File: src/rtl/mips_multicycle.sv
// mips_multicycle: FSM-sequenced MIPS subset core on one unified req/ready memory.
// Ports: clk, reset; mem_req/we/addr/wdata/rdata/ready; wb_en/pc/reg/data trace; trap.
module mips_multicycle #(
  parameter logic [31:0] PC_RESET = 32'h0000_3000,
  parameter bit          TRACE_EN = 1'b1
) (
  input  logic        clk,
  input  logic        reset,
  output logic        mem_req,
  output logic        mem_we,
  output logic [31:0] mem_addr,
  output logic [31:0] mem_wdata,
  input  logic [31:0] mem_rdata,
  input  logic        mem_ready,
  output logic        wb_en,
  output logic [31:0] wb_pc,
  output logic [4:0]  wb_reg,
  output logic [31:0] wb_data,
  output logic        trap
);
  typedef enum logic [2:0] {
    S_FETCH, S_DECODE, S_EXEC, S_MEM, S_WB, S_TRAP
  } state_e;

  state_e      state_q, state_d;
  logic [31:0] pc_q, pc_d;
  logic [31:0] ipc_q, ipc_d;
  logic [31:0] ir_q, ir_d;
  logic [31:0] a_q, a_d;
  logic [31:0] b_q, b_d;
  logic [31:0] imm_q, imm_d;
  logic [31:0] alu_q, alu_d;
  logic [31:0] mdr_q, mdr_d;
  logic [31:0] grf_q [32];

  logic [5:0]  op, fn;
  logic [4:0]  rs, rt, rd, wdst;
  logic        is_r, legal;
  logic        i_nop, i_addu, i_subu, i_jr, i_ori;
  logic        i_lui, i_lw, i_sw, i_beq, i_jal;
  logic [31:0] imm_ext, ea, alu_res, wval;
  logic        grf_we;

  assign op = ir_q[31:26];
  assign rs = ir_q[25:21];
  assign rt = ir_q[20:16];
  assign rd = ir_q[15:11];
  assign fn = ir_q[5:0];

  // Decode, immediate forms and write-back selection.
  always_comb begin
    is_r   = op == 6'h00;
    i_nop  = ir_q == 32'h0;
    i_addu = is_r && fn == 6'h21;
    i_subu = is_r && fn == 6'h23;
    i_jr   = is_r && fn == 6'h08;
    i_ori  = op == 6'h0d;
    i_lui  = op == 6'h0f;
    i_lw   = op == 6'h23;
    i_sw   = op == 6'h2b;
    i_beq  = op == 6'h04;
    i_jal  = op == 6'h03;
    legal  = i_nop | i_addu | i_subu | i_jr | i_ori
           | i_lui | i_lw | i_sw | i_beq | i_jal;
    imm_ext = {{16{ir_q[15]}}, ir_q[15:0]};
    if (i_ori) imm_ext = {16'h0, ir_q[15:0]};
    if (i_lui) imm_ext = {ir_q[15:0], 16'h0};
    wdst = i_jal ? 5'd31 : (is_r ? rd : rt);
    wval = i_lw ? mdr_q : alu_q;
    grf_we = state_q == S_WB && wdst != 5'd0;
  end

  always_comb begin
    ea      = a_q + imm_q;
    alu_res = '0;
    unique case (1'b1)
      i_addu:     alu_res = a_q + b_q;
      i_subu:     alu_res = a_q - b_q;
      i_ori:      alu_res = a_q | imm_q;
      i_lui:      alu_res = imm_q;
      i_lw, i_sw: alu_res = ea;
      // pc_q already holds the link address (instruction PC + 4).
      i_jal:      alu_res = pc_q;
      default:    alu_res = '0;
    endcase
  end

  always_ff @(posedge clk) begin
    if (reset) begin
      state_q <= S_FETCH;
      pc_q    <= PC_RESET;
      ipc_q   <= '0;
      ir_q    <= '0;
      a_q     <= '0;
      b_q     <= '0;
      imm_q   <= '0;
      alu_q   <= '0;
      mdr_q   <= '0;
      for (int i = 0; i < 32; i++) grf_q[i] <= '0;
    end else begin
      state_q <= state_d;
      pc_q    <= pc_d;
      ipc_q   <= ipc_d;
      ir_q    <= ir_d;
      a_q     <= a_d;
      b_q     <= b_d;
      imm_q   <= imm_d;
      alu_q   <= alu_d;
      mdr_q   <= mdr_d;
      if (grf_we) grf_q[wdst] <= wval;
    end
  end

  always_comb begin
    state_d = state_q;
    pc_d    = pc_q;
    ipc_d   = ipc_q;
    ir_d    = ir_q;
    a_d     = a_q;
    b_d     = b_q;
    imm_d   = imm_q;
    alu_d   = alu_q;
    mdr_d   = mdr_q;
    unique case (state_q)
      S_FETCH: if (mem_ready) begin
        ir_d    = mem_rdata;
        ipc_d   = pc_q;
        pc_d    = pc_q + 32'd4;
        state_d = S_DECODE;
      end
      S_DECODE: begin
        // grf_q[0] is never written, so $0 reads as zero.
        a_d     = grf_q[rs];
        b_d     = grf_q[rt];
        imm_d   = imm_ext;
        state_d = legal ? S_EXEC : S_TRAP;
      end
      S_EXEC: begin
        alu_d = alu_res;
        unique case (1'b1)
          i_lw, i_sw:
            state_d = ea[1:0] != 2'b00 ? S_TRAP : S_MEM;
          i_beq: begin
            if (a_q == b_q) pc_d = pc_q + {imm_q[29:0], 2'b00};
            state_d = S_FETCH;
          end
          i_jr: begin
            pc_d    = a_q;
            state_d = S_FETCH;
          end
          i_jal: begin
            pc_d    = {pc_q[31:28], ir_q[25:0], 2'b00};
            state_d = S_WB;
          end
          i_nop:   state_d = S_FETCH;
          default: state_d = S_WB;
        endcase
      end
      S_MEM: if (mem_ready) begin
        mdr_d   = mem_rdata;
        state_d = i_sw ? S_FETCH : S_WB;
      end
      S_WB:    state_d = S_FETCH;
      default: state_d = S_TRAP;
    endcase
  end

  always_comb begin
    mem_req   = 1'b0;
    mem_we    = 1'b0;
    mem_addr  = '0;
    mem_wdata = '0;
    wb_en     = 1'b0;
    wb_pc     = '0;
    wb_reg    = '0;
    wb_data   = '0;
    trap      = state_q == S_TRAP;
    unique case (state_q)
      S_FETCH: begin
        mem_req  = 1'b1;
        mem_addr = pc_q;
      end
      S_MEM: begin
        mem_req   = 1'b1;
        mem_we    = i_sw;
        mem_addr  = alu_q;
        mem_wdata = i_sw ? b_q : '0;
      end
      S_WB: if (TRACE_EN) begin
        wb_en   = 1'b1;
        wb_pc   = ipc_q;
        wb_reg  = wdst;
        wb_data = wval;
      end
      default: ;
    endcase
  end
endmodule

File: config.mk
export PLATFORM = sky130hd
export DESIGN_NAME = mips_multicycle
export DESIGN_NICKNAME = d
export VERILOG_FILES = /design/src/rtl/mips_multicycle.sv
export SDC_FILE = /design/constraint.sdc
export NUM_CORES = 2
export LEC_CHECK = 0
export BUFFER_PORTS_ARGS = -buffer_cell sky130_fd_sc_hd__buf_2
export CAP_MARGIN = 20
export CELL_PAD_IN_SITES_DETAIL_PLACEMENT = 1
export CELL_PAD_IN_SITES_GLOBAL_PLACEMENT = 2
export CORE_ASPECT_RATIO = 1.75
export CORE_UTILIZATION = 35
export CTS_BUF_LIST = sky130_fd_sc_hd__clkbuf_16
export DETAILED_ROUTE_END_ITERATION = 6
export PLACE_DENSITY_LB_ADDON = 0.1
export SYNTH_ARGS = -nofsm -noshare
export SYNTH_HDL_FRONTEND = slang
export SYNTH_SLANG_ARGS = --single-unit
File: constraint.sdc
create_clock -name clk -period 7.2 [get_ports clk]
set_input_delay 0 -clock clk [delete_from_list [all_inputs] [get_ports clk]]
set_output_delay 0 -clock clk [all_outputs]
set_load 0.03 [all_outputs]
After elaboration in Yosys (flattened, before gate mapping). Memories as Yosys holds them, arrays and structs flattened. A register that Yosys moved wholly into a read port is not among the register bits. Index checks and enable logic that the tools add are counted.

Flip-flop bits (word level): 195. Bits in latches: 0. Memory bits (writable): 1024. ROM bits: 0. Word-level logic and storage cells: 98. Memories: 1.

Add/subtract/negate cells: 5. Multipliers: 0. Divide/modulo/power cells: 0. $lt $le $gt $ge: 0. Equality and inequality tests: 21. Shift operators: 0. Muxes and demuxes: 34. Bitwise logic cells: 10. Reduce and logical (&&, ||, !) cells: 19.

Memories: grf_q (words 32, width 32, rd ports 2, clocked after memory_dff 2, wr ports 32, RTL line 34) `logic [31:0] grf_q [32];`.

Operator list (number): 32-bit two-way mux (10); 32-bit case mux with 6 select lines (1); 32-bit case mux with 2 select lines (2); 32-bit adder (3); 32-bit case mux with 3 select lines (1); 32-bit by 3-bit adder with 32-bit output, second input constant (1); 32-bit equality test (1); 32-bit zero test (1); 32-bit OR (1); 32-bit OR reduction (1); 32-bit subtractor (1); 6-bit equality test, second input constant (4); 5-bit two-way mux (4); 6-bit by 4-bit equality test with 1-bit output, second input constant (3); 3-bit two-way mux (5); 3-bit case mux with 5 select lines (1); 1-bit two-way mux (9); 1-bit OR (9); 3-bit by 2-bit equality test with 1-bit output, second input constant (2); 3-bit equality test, second input constant (2); 6-bit by 2-bit equality test with 1-bit output, second input constant (1); 6-bit by 3-bit equality test with 1-bit output, second input constant (1); 6-bit zero test (1); 2-bit inequality test, second input constant (3); other kinds (13) (21).

Depth between registers and ports, before layout.
Depth in word-level cells: 13. Mapped depth: 13.

Least setup slack after synthesis. Ideal clock, no wire load.

Path type: register to register. Start: register ir_q[31]. End: memory grf_q[16][0], enable pin. Setup time: 0.390 ns. Arrival: 3.128 ns. Required time: 6.810 ns. Path slack: 3.683 ns. Stages on the path, launching flop included: 10. Cell sequence: dfxtp_1 or3_4 nor4_4 mux2i_1 and2_2 nand2_2 nor2_1 nor4b_4 nand2_1 or2b_1.

RTL lines: start, declared (RTL line 28) `logic [31:0] ir_q, ir_d;`; start signal, assigned (RTL line 104) `ir_q <= ir_d;`; end, declared (RTL line 34).

Worst setup path after layout.
Start: register ir_q[27]. End: output port wb_data[1].

Longest elaborated chain between the ends: 3.

RTL lines: 6-bit equality test (RTL line 59) `i_lw = op == 6'h23;`; 32-bit two-way mux (RTL line 69) `wval = i_lw ? mdr_q : alu_q;`; 32-bit two-way mux (RTL line 178) `unique case (state_q)`; end, declared (RTL line 18) `output logic [31:0] wb_data,`.

No other way between the ends.

==> impl_metrics.tcl <==
set metrics [dict create \
    ys.warnings.count 0 \
    leakage_nw 26.71 \
    place_congestion 0.9326 \
    placed_cells 8416 \
    postRouteAntennaNets 0 \
    synthFlopType "edfxtp_1" \
    period_share 0.7440 \
    p_total_mw 19.90 \
    drive_gt1_frac 0.2227 \
    tightest_slew_ps 1334 \
    clk_pin_slew_ps 60 \
    p_switching_mw 6.120 \
    drc 0 \
    cts_root_buf "clkbuf_16" \
    first_pass_iters 5 \
    clk_latency_ps 810 \
    synthesis.instances 5943 \
    dieHeight_um 600.2 \
    grt-ovfl-total 0 \
    ff_latch_area_mm2 0.03598 \
    ys_async_sr_fraction 0 \
    row_count 219 \
    fmaxAchievable_ghz 0.1867 \
    wire_per_inst_um 37.72 \
    min_path_type "in -> reg" \
    crit_required_ps 7200 \
    die_w_um 343.9 \
    finalHoldViolations 0 \
    pin_count 172 \
    cts_resized 0 \
    setup.worst_path.end_class "output port" \
    finalClockSkew_ps 40.94 \
    clockPowerShare 0.367 \
    seqPwrFrac 0.434 \
    htree_levels 4 \
    start_kind "register" \
    grt_max_degree 86 \
    synth_commonest_cells "1,278 x nor2_1, 1,024 x edfxtp_1, 640 x mux4_2, 450 x clkbuf_1, 396 x nand2_1" \
    cap_violations 0 \
    cts_tree "done" \
    syn_avg_cell_area_um2 12.04 \
    start_util 0.3521 \
    crit_arrival_ps 5360 \
    comb_power_share 0.199 \
    yosysSeqAreaShare 0.5020 \
    cts.sinks 1283 \
    dp_hpwl_um 220400 \
    yosysTopAreaCell "edfxtp_1" \
    post-route-min-period_ps 5357 \
    tns_ps 0 \
    setup_viol 0 \
    gr-usage-all-layers 0.3185 \
    sw_frac_of_total 0.3076 \
    multiInputGateArea_mm2 0.03363 \
    critical_path_class "reg -> out" \
    vias 53270 \
    first_iter_violations 4628 \
    nNetsFinal 6154 \
    die-area_mm2 0.2064 \
    drv_slew 0 \
    nFillCells 21410 \
    grt_pass1_wl_um 451000 \
    post-synth-top-count-cell "nor2_1" \
    cts_made_buffers 143 \
    clk_path_buf_depth 4 \
    antenna_found_initial 15 \
    drt-total-wl_um 328900 \
    cp_max_fo 32 \
    p_int_mw 13.77 \
    synth.distinct_cells 88 \
    outcome "complete, no violations" \
    ir_worst_vdd_v 0.0001663 \
    final_cells 8721 \
    synth_area_mm2 0.07158 \
    powerDensity_mw_per_mm2 245.7 \
    ys_ff_latch 1283 \
    grt_pass1_vias 56590 \
    numPortBuffers 171 \
    synth_edf_count 1024 \
    vias_per_cell 6.109 \
    syn2layout_area_growth_pct 13.11 \
    core_area_mm2 0.2033 \
    slew_headroom 0.08509 \
    yosysTopAreaCellShare 0.4296 \
    rsz0062_at_grt "no" \
    synth.top_cells.by_area "edfxtp_1 43%, mux4_2 20%, dfxtp_1 7.2%" \
]
## cell usage in the layout, fill, tap and decap left out, types with 17 or more instances in the layout
| cell type | synthesis | final |
|---|---|---|
| a31oi_1 | 29 | 29 |
| nand2b_1 | 43 | 19 |
| and3_1 | 53 | 53 |
| mux2i_4 | 0 | 30 |
| clkbuf_16 | 0 | 145 |
| a22o_1 | 35 | 35 |
| xor2_1 | 27 | 27 |
| xnor2_1 | 54 | 54 |
| a221oi_1 | 47 | 47 |
| inv_1 | 153 | 178 |
| dlygate4sd3_1 | 0 | 46 |
| buf_12 | 0 | 22 |
| a22oi_1 | 33 | 33 |
| nand3_1 | 48 | 48 |
| dfxtp_1 | 259 | 247 |
| a21oi_1 | 294 | 293 |
| nor4_1 | 50 | 49 |
| mux2i_1 | 108 | 76 |
| buf_2 | 11 | 170 |
| a21o_1 | 39 | 39 |
| a211oi_1 | 95 | 94 |
| edfxtp_1 | 1024 | 1024 |
| mux4_2 | 640 | 640 |
| clkinv_1 | 1 | 30 |
| nor3_1 | 65 | 59 |
| conb_1 | 1 | 32 |
| clkinv_2 | 0 | 27 |
| o31ai_1 | 17 | 17 |
| nand4_1 | 23 | 23 |
| nor2_1 | 1278 | 1272 |
| nand2_1 | 396 | 360 |
| nand2_2 | 2 | 36 |
| ha_1 | 155 | 155 |
| buf_4 | 1 | 155 |
| o21ai_0 | 157 | 157 |
## repair_timing
| action | in CTS | in global routing |
|---|---|---|
| hold buffers | 46 | 0 |
| buffers inserted | 0 | 0 |
| endpoints found under the hold margin | 110 | 0 |
## flip-flops by register name, indices dropped and copies added, names as in the netlist
| register | cells |
|---|---|
| a_q | 32 |
| alu_q | 32 |
| b_q | 32 |
| grf_q | 1024 |
| imm_q | 32 |
| ipc_q | 32 |
| ir_q | 32 |
| mdr_q | 32 |
| pc_q | 32 |
| state_q | 3 |
## path summary, 6_finish.rpt
path,start,slack [ps],cells after the start,end
worst max-delay path,ir_q[27]$_SDFFE_PP0P_,1840,8,wb_data[1]
worst min-delay path,mem_rdata[31],60,4,mdr_q[31]$_SDFFE_PP0P_
worst max register to register,ir_q[29]$_SDFFE_PP0P_,2350,10,grf_q[5][5]$_SDFFCE_PN0P_
worst min register to register,ipc_q[23]$_SDFFE_PP0P_,450,2,ipc_q[23]$_SDFFE_PP0P_
## cell families (layout without fill, tap and decap cells)
group                      after synthesis  in the layout  share of synthesized area
adders and majority gates              159            159                    0.02821
DFF                                   1283           1283                     0.5020
xor gates and xnor gates                81             81                   0.009911
and+or+nand+nor                       2051           2051                     0.1207
other                                    1             40                 0.00005239
muxes                                  748            748                     0.2165
AOI/OAI and AO/OA                      908            908                    0.08286
buffers and inverters                  712            799                    0.03980
## per-stage QoR
| stage | hold WS, ps | setup WS [ps] | utilization | cell area [µm²] |
|---|---|---|---|---|
| floorplan | 136.0 | 3683 | - | 71700 |
| global placement | 253.1 | 2459 | 0.3726 | 75750 |
| detailed placement | 267.6 | 2406 | 0.3739 | 76030 |
| CTS | 3.593 | 1764 | 0.3977 | 80860 |
| global route | 47.82 | 1635 | 0.3982 | 80950 |
| finish | 56.82 | 1843 | 0.3982 | 80960 |
## worst max-delay path, stage by stage, from the launching register on
cell	delay (ps)
dfxtp_2	650
nand3b_1	310
or3b_2	510
buf_4	280
nor2_4	830
buf_4	460
mux2i_4	910
nor2_1	260
buf_2	260
## routing by layer
layer / wire (µm) / vias up / share of wire / track usage
met2: 171400 / 2086 / 0.52 / 0.5734
li1: - / 22350 / - / -
met3: 16590 / 782 / 0.050 / 0.03620
met5: 20 / - / 0.000061 / 0
met1: 112400 / 28060 / 0.34 / 0.3414
met4: 28450 / 2 / 0.086 / 0.2355
## power groups by stage
stage	Clock, mW	Combinational (mW)	Sequential, mW
2_1_floorplan	0	2.47	8.58
3_3_place_gp	0	3.91	8.77
3_5_place_dp	0	3.93	8.80
4_1_cts	7.44	3.96	8.64
5_1_grt	7.62	4.15	8.68
6_report	7.29	3.96	8.64
## layout make-up
cell class / instances / share of cell area
repair buffers: 399 / 0.03789
multi-input cells: 3979 / 0.4154
flip-flops and latches: 1283 / 0.4444
well taps: 2652 / 0.04098
clock inverters: 101 / 0.009149
inverters: 154 / 0.007140
diodes: 8 / 0.0002473
clock buffers: 145 / 0.04482
(Power assumes the default switching activity.)
